**src/rtl/uart_parity_unit.sv**
```systemverilog
// UART parity unit: registered Tx parity generation from a parallel word, and
// an Rx parity check that accumulates sampled serial bits frame by frame.
module uart_parity_unit #(
  parameter int DATA_WIDTH = 8,
  parameter int LEN_W      = $clog2(DATA_WIDTH + 1)
) (
  input  logic                  clk,
  input  logic                  rst,
  input  logic [1:0]            par_type,
  input  logic [LEN_W-1:0]      data_len,
  input  logic                  load,
  input  logic [DATA_WIDTH-1:0] data_in,
  output logic                  parity_result,
  input  logic                  start,
  input  logic                  abort,
  input  logic                  bit_valid,
  input  logic                  bit_in,
  input  logic                  par_valid,
  input  logic                  par_in,
  output logic                  busy,
  output logic                  chk_done,
  output logic                  par_err
);

  localparam logic [LEN_W-1:0] MAX_LEN = LEN_W'(DATA_WIDTH);

  typedef enum logic [1:0] {
    IDLE,
    ACCUM,
    WAIT_PAR
  } state_t;

  state_t           state;
  logic             acc;
  logic [LEN_W-1:0] cnt;
  logic [LEN_W-1:0] len_l;
  logic [1:0]       mode_l;
  logic [LEN_W-1:0] cnt_nxt;

  // Out-of-range lengths (including 0) fall back to the full word.
  function automatic logic [LEN_W-1:0] eff_len(input logic [LEN_W-1:0] len);
    if (len == '0 || len > MAX_LEN) return MAX_LEN;
    return len;
  endfunction

  function automatic logic masked_xor(input logic [DATA_WIDTH-1:0] d,
                                      input logic [LEN_W-1:0]      len);
    logic x;
    x = 1'b0;
    for (int i = 0; i < DATA_WIDTH; i++) begin
      if (i < int'(len)) x ^= d[i];
    end
    return x;
  endfunction

  function automatic logic apply_mode(input logic x, input logic [1:0] mode);
    case (mode)
      2'd0:    return x;
      2'd1:    return ~x;
      2'd2:    return 1'b1;
      default: return 1'b0;
    endcase
  endfunction

  assign cnt_nxt = cnt + LEN_W'(1);

  // Tx generation: one-cycle latency, independent of the check FSM
  always_ff @(posedge clk or negedge rst) begin
    if (!rst) begin
      parity_result <= 1'b0;
    end else if (load) begin
      parity_result <= apply_mode(masked_xor(data_in, eff_len(data_len)), par_type);
    end
  end

  // Rx check FSM: abort beats start, start beats any in-frame strobe
  always_ff @(posedge clk or negedge rst) begin
    if (!rst) begin
      state    <= IDLE;
      acc      <= 1'b0;
      cnt      <= '0;
      len_l    <= '0;
      mode_l   <= 2'd0;
      busy     <= 1'b0;
      chk_done <= 1'b0;
      par_err  <= 1'b0;
    end else begin
      chk_done <= 1'b0;
      if (abort) begin
        state <= IDLE;
        busy  <= 1'b0;
      end else if (start) begin
        acc    <= 1'b0;
        cnt    <= '0;
        mode_l <= par_type;
        len_l  <= eff_len(data_len);
        state  <= ACCUM;
        busy   <= 1'b1;
      end else begin
        case (state)
          ACCUM: begin
            if (bit_valid) begin
              acc <= acc ^ bit_in;
              cnt <= cnt_nxt;
              if (cnt_nxt == len_l) state <= WAIT_PAR;
            end
          end
          WAIT_PAR: begin
            if (par_valid) begin
              par_err  <= (par_in != apply_mode(acc, mode_l));
              chk_done <= 1'b1;
              busy     <= 1'b0;
              state    <= IDLE;
            end
          end
          default: state <= IDLE;
        endcase
      end
    end
  end

endmodule

```
**config.mk**
```make
export PLATFORM = sky130hd
export DESIGN_NAME = uart_parity_unit
export DESIGN_NICKNAME = d
export VERILOG_FILES = /design/src/rtl/uart_parity_unit.sv
export SDC_FILE = /design/constraint.sdc
export NUM_CORES = 1
export LEC_CHECK = 0
export ABC_AREA = 1
export BUFFER_PORTS_ARGS = -buffer_cell sky130_fd_sc_hd__buf_4
export CAP_MARGIN = 20
export CORE_UTILIZATION = 40
export DETAILED_ROUTE_END_ITERATION = 10
export PLACE_DENSITY_LB_ADDON = 0.3
export SKIP_LAST_GASP = 1
export SLEW_MARGIN = 25
export SYNTH_ARGS = -nofsm -noshare
export SYNTH_HDL_FRONTEND = slang
export SYNTH_SLANG_ARGS = --single-unit
```
**constraint.sdc**
```tcl
create_clock -name clk -period 1.4 [get_ports clk]
set_input_delay 0.14 -clock clk [delete_from_list [all_inputs] [get_ports clk]]
set_output_delay 0.14 -clock clk [all_outputs]
set_load 0.01 [all_outputs]
```
==> flow_summary.toml <==
[status]
status = "complete, no violations"

[cts]
cts_tree = "yes"
cts.clk_slew.worst_paths_ps = 100
numCtsBuffers = 3
post-cts-setup-buffers = 0
cts_root_buf = "clkbuf_4"
clk_latency_ps = 290
h-tree-depth = 1
clkSinkCount = 17
clk_path_buf_depth = 2

[synthesis]
ys_warn_count = 0
synth_top_cell_by_area = "dfrtp_1"
synth.area.top_cells = "dfrtp_1, nand2_1, nand3_1"
synth_seq_cells = 17
syn_area_mm2 = 0.001061
synth.net_count = 171
ys_seq_area_frac = 0.4009
yosysUniqueCellTypes = 23
syn_avg_cell_area_um2 = 7.218
synth_top_area_frac = 0.4009
syn-instance-count = 147

[timing]
hold_violations = 0
slew_headroom = 0.8294
worst_clock_skew_ps = 2.180
setup_violations = 0
maxSlewViolCount = 0
tightest_slew_ps = 254.4
rsz0062_at_grt = "true"
max_freq_ghz = 0.7273
finalSetupTns_ps = 0
worst_slack_ps = 24.96
post-route-min-period_ps = 1375
layout_worst_path_cycle_share = 0.9822

[placed_design]
place_congestion = 0.8688
place_inst = 209
hpwl_um = 1691
post-place-ws_ps = -63.95
port_buffers = 26

[detailed_routing]
drc = 0
dr.pass1.iters = 4
met1_length_um = 956
routed.top_layer = "met4"
wl_um = 2234
ant_nets = 0
drt_iter0_drc = 12
vias = 1070
wl_per_cell_um = 10.44
met2_length_um = 1082
viasPerCell = 5.000
wl_met3_um = 104

[power]
power_density_mw_per_mm2 = 832.9
comb_power_share = 0.298
p_total_mw = 1.184
peakVddDrop_mv = 0.4814
p_leak_nw = 0.7390
internal_power_mw = 0.8188
p_seq_frac = 0.480
power.share.clock = 0.221
switching_share = 0.3083
switchingPower_mw = 0.3650

[setup_path]
crit_fanout = 2
cp.required_ps = 1640
crit_path_start_kind = "flop"
slowest_delay_ps = 420
timing.rr.start = "cnt[1]$_DFFE_PN0P_"
timing.critical_path.buf_inv = 0
worstReg2RegEnd = "state[1]$_DFFE_PN0P_"
endpoint_kind = "flop"
cp_top_family = "flip-flops"
path_cells = "ha_4 -> xnor2_4 -> xor2_1 -> nand4_1 -> o21ai_1 -> o21a_1"
r2r_cells = 6
crit_arrival_ps = 1610
startpoint = "cnt[1]$_DFFE_PN0P_"
crit_slowest_cell = "dfrtp_1"
rrSetupSlack_ps = 20
crit_type = "reg2reg"

[floorplan]
fp.dieW_um = 53.50
start_util = 0.4244
placementRows = 18
design.core.area_mm2 = 0.002500
io_pins = 27
die_area_mm2 = 0.002862
die_h_um = 53.50

[final_layout]
final_cell_mix = "nand2_1, buf_4, inv_1, nand3_1, dfrtp_1"
seq_area_um2 = 425.4
stdcell_count = 214
multi_input_area_um2 = 595.6
nets = 209
area_growth_pct = 33.96
drive_above_1_share = 0.2717
fillers = 242
finalCoreUtilization = 0.5686
n_antenna_cell = 0
layout_commonest_cell = "nand2_1"

[grt]
grt_pass1_wl_um = 3608
grt_max_degree = 18
antenna_found_initial = 0
grt-ovfl-total = 0
grt_usage = 0.1754
grt_pass1_vias = 938

[min_path]
min_path_cells = 4
min_to = "parity_result$_DFFE_PN0P_"
hold_start = "load"
hold_path_class = "in2reg"

[flow_run]
cap_violations = 0
repair_timing:
action,4_1_cts,5_1_grt
hold buffers,1,0
gates cloned,0,0
setup endpoints to repair,2,2
gates resized for setup,1,6
pin swaps,1,4
hold endpoints to repair,17,0
synthesized netlist by cell type:
library cell / number
nand2_1: 39
inv_1: 20
nand3_1: 20
dfrtp_1: 17
nor2_1: 9
o21ai_0: 9
a21oi_1: 5
nand4_1: 4
nand2_2: 3
xnor2_1: 3
xor2_1: 3
inv_2: 2
nand3_2: 2
o21a_1: 2
a21boi_0: 1
a31oi_1: 1
clkinv_1: 1
ha_1: 1
nand3b_1: 1
nor2_2: 1
nor2_4: 1
nor3_2: 1
nor4_1: 1
layer usage:
layer	GRT usage	up-vias
met5	0	-
met4	0.1184	0
met3	0.01724	9
met2	0.3250	38
met1	0.1836	470
li1	-	553
cell families (layout without fill, tap and decap cells):
logic type,count (synthesis),count (layout),share of synthesized area
and+or+nand+nor,82,82,0.3632
buffers and inverters,23,60,0.08137
AOI/OAI and AO/OA,18,18,0.09316
DFF,17,17,0.4009
xor gates and xnor gates,6,6,0.04954
adders and majority gates,1,1,0.01179
state kept, by name, summed over array words and instances, names as in the netlist:
register	count
acc	1
busy	1
chk_done	1
cnt	4
len_l	4
mode_l	2
par_err	1
parity_result	1
state	2
tightest hold or removal path, stage by stage:
cell and delay [ps]:
buf_4 80, inv_1 30, nand2_1 40, nand2_1 40
worst max path at each step:
stage                     cells past startpoint  slack (ps)                   endpoint
final                                         6          20       state[1]$_DFFE_PN0P_
after detailed placement                     13         -60  parity_result$_DFFE_PN0P_
after floorplan                               6          40       state[1]$_DFFE_PN0P_
after CTS                                     6          10       state[1]$_DFFE_PN0P_
after global routing                          6         -30       state[1]$_DFFE_PN0P_
after global placement                       13         -20  parity_result$_DFFE_PN0P_
power groups by stage:
| stage | combinational (mW) | clock (mW) | sequential, mW |
|---|---|---|---|
| detailed placement | 0.330 | 0 | 0.575 |
| floorplan | 0.181 | 0 | 0.579 |
| global route | 0.398 | 0.291 | 0.574 |
| CTS | 0.336 | 0.265 | 0.565 |
| global placement | 0.321 | 0 | 0.573 |
| finish | 0.353 | 0.262 | 0.568 |
metrics by stage:
stage	instance area [um2]	hold WS, ps
floorplan	1061	-155.6
global placement	1339	11.92
detailed placement	1339	15.21
CTS	1383	77.92
global route	1421	70.91
finish	1421	75.05
layout make-up:
cell class,instances,area share
Clock buffer,4,0.01849
Inverter,23,0.06074
Multi-Input combinational cell,107,0.4190
Sequential cell,17,0.2993
Tap cell,30,0.02641
Timing Repair Buffer,33,0.1761
Power figures use the tool's default switching activity.
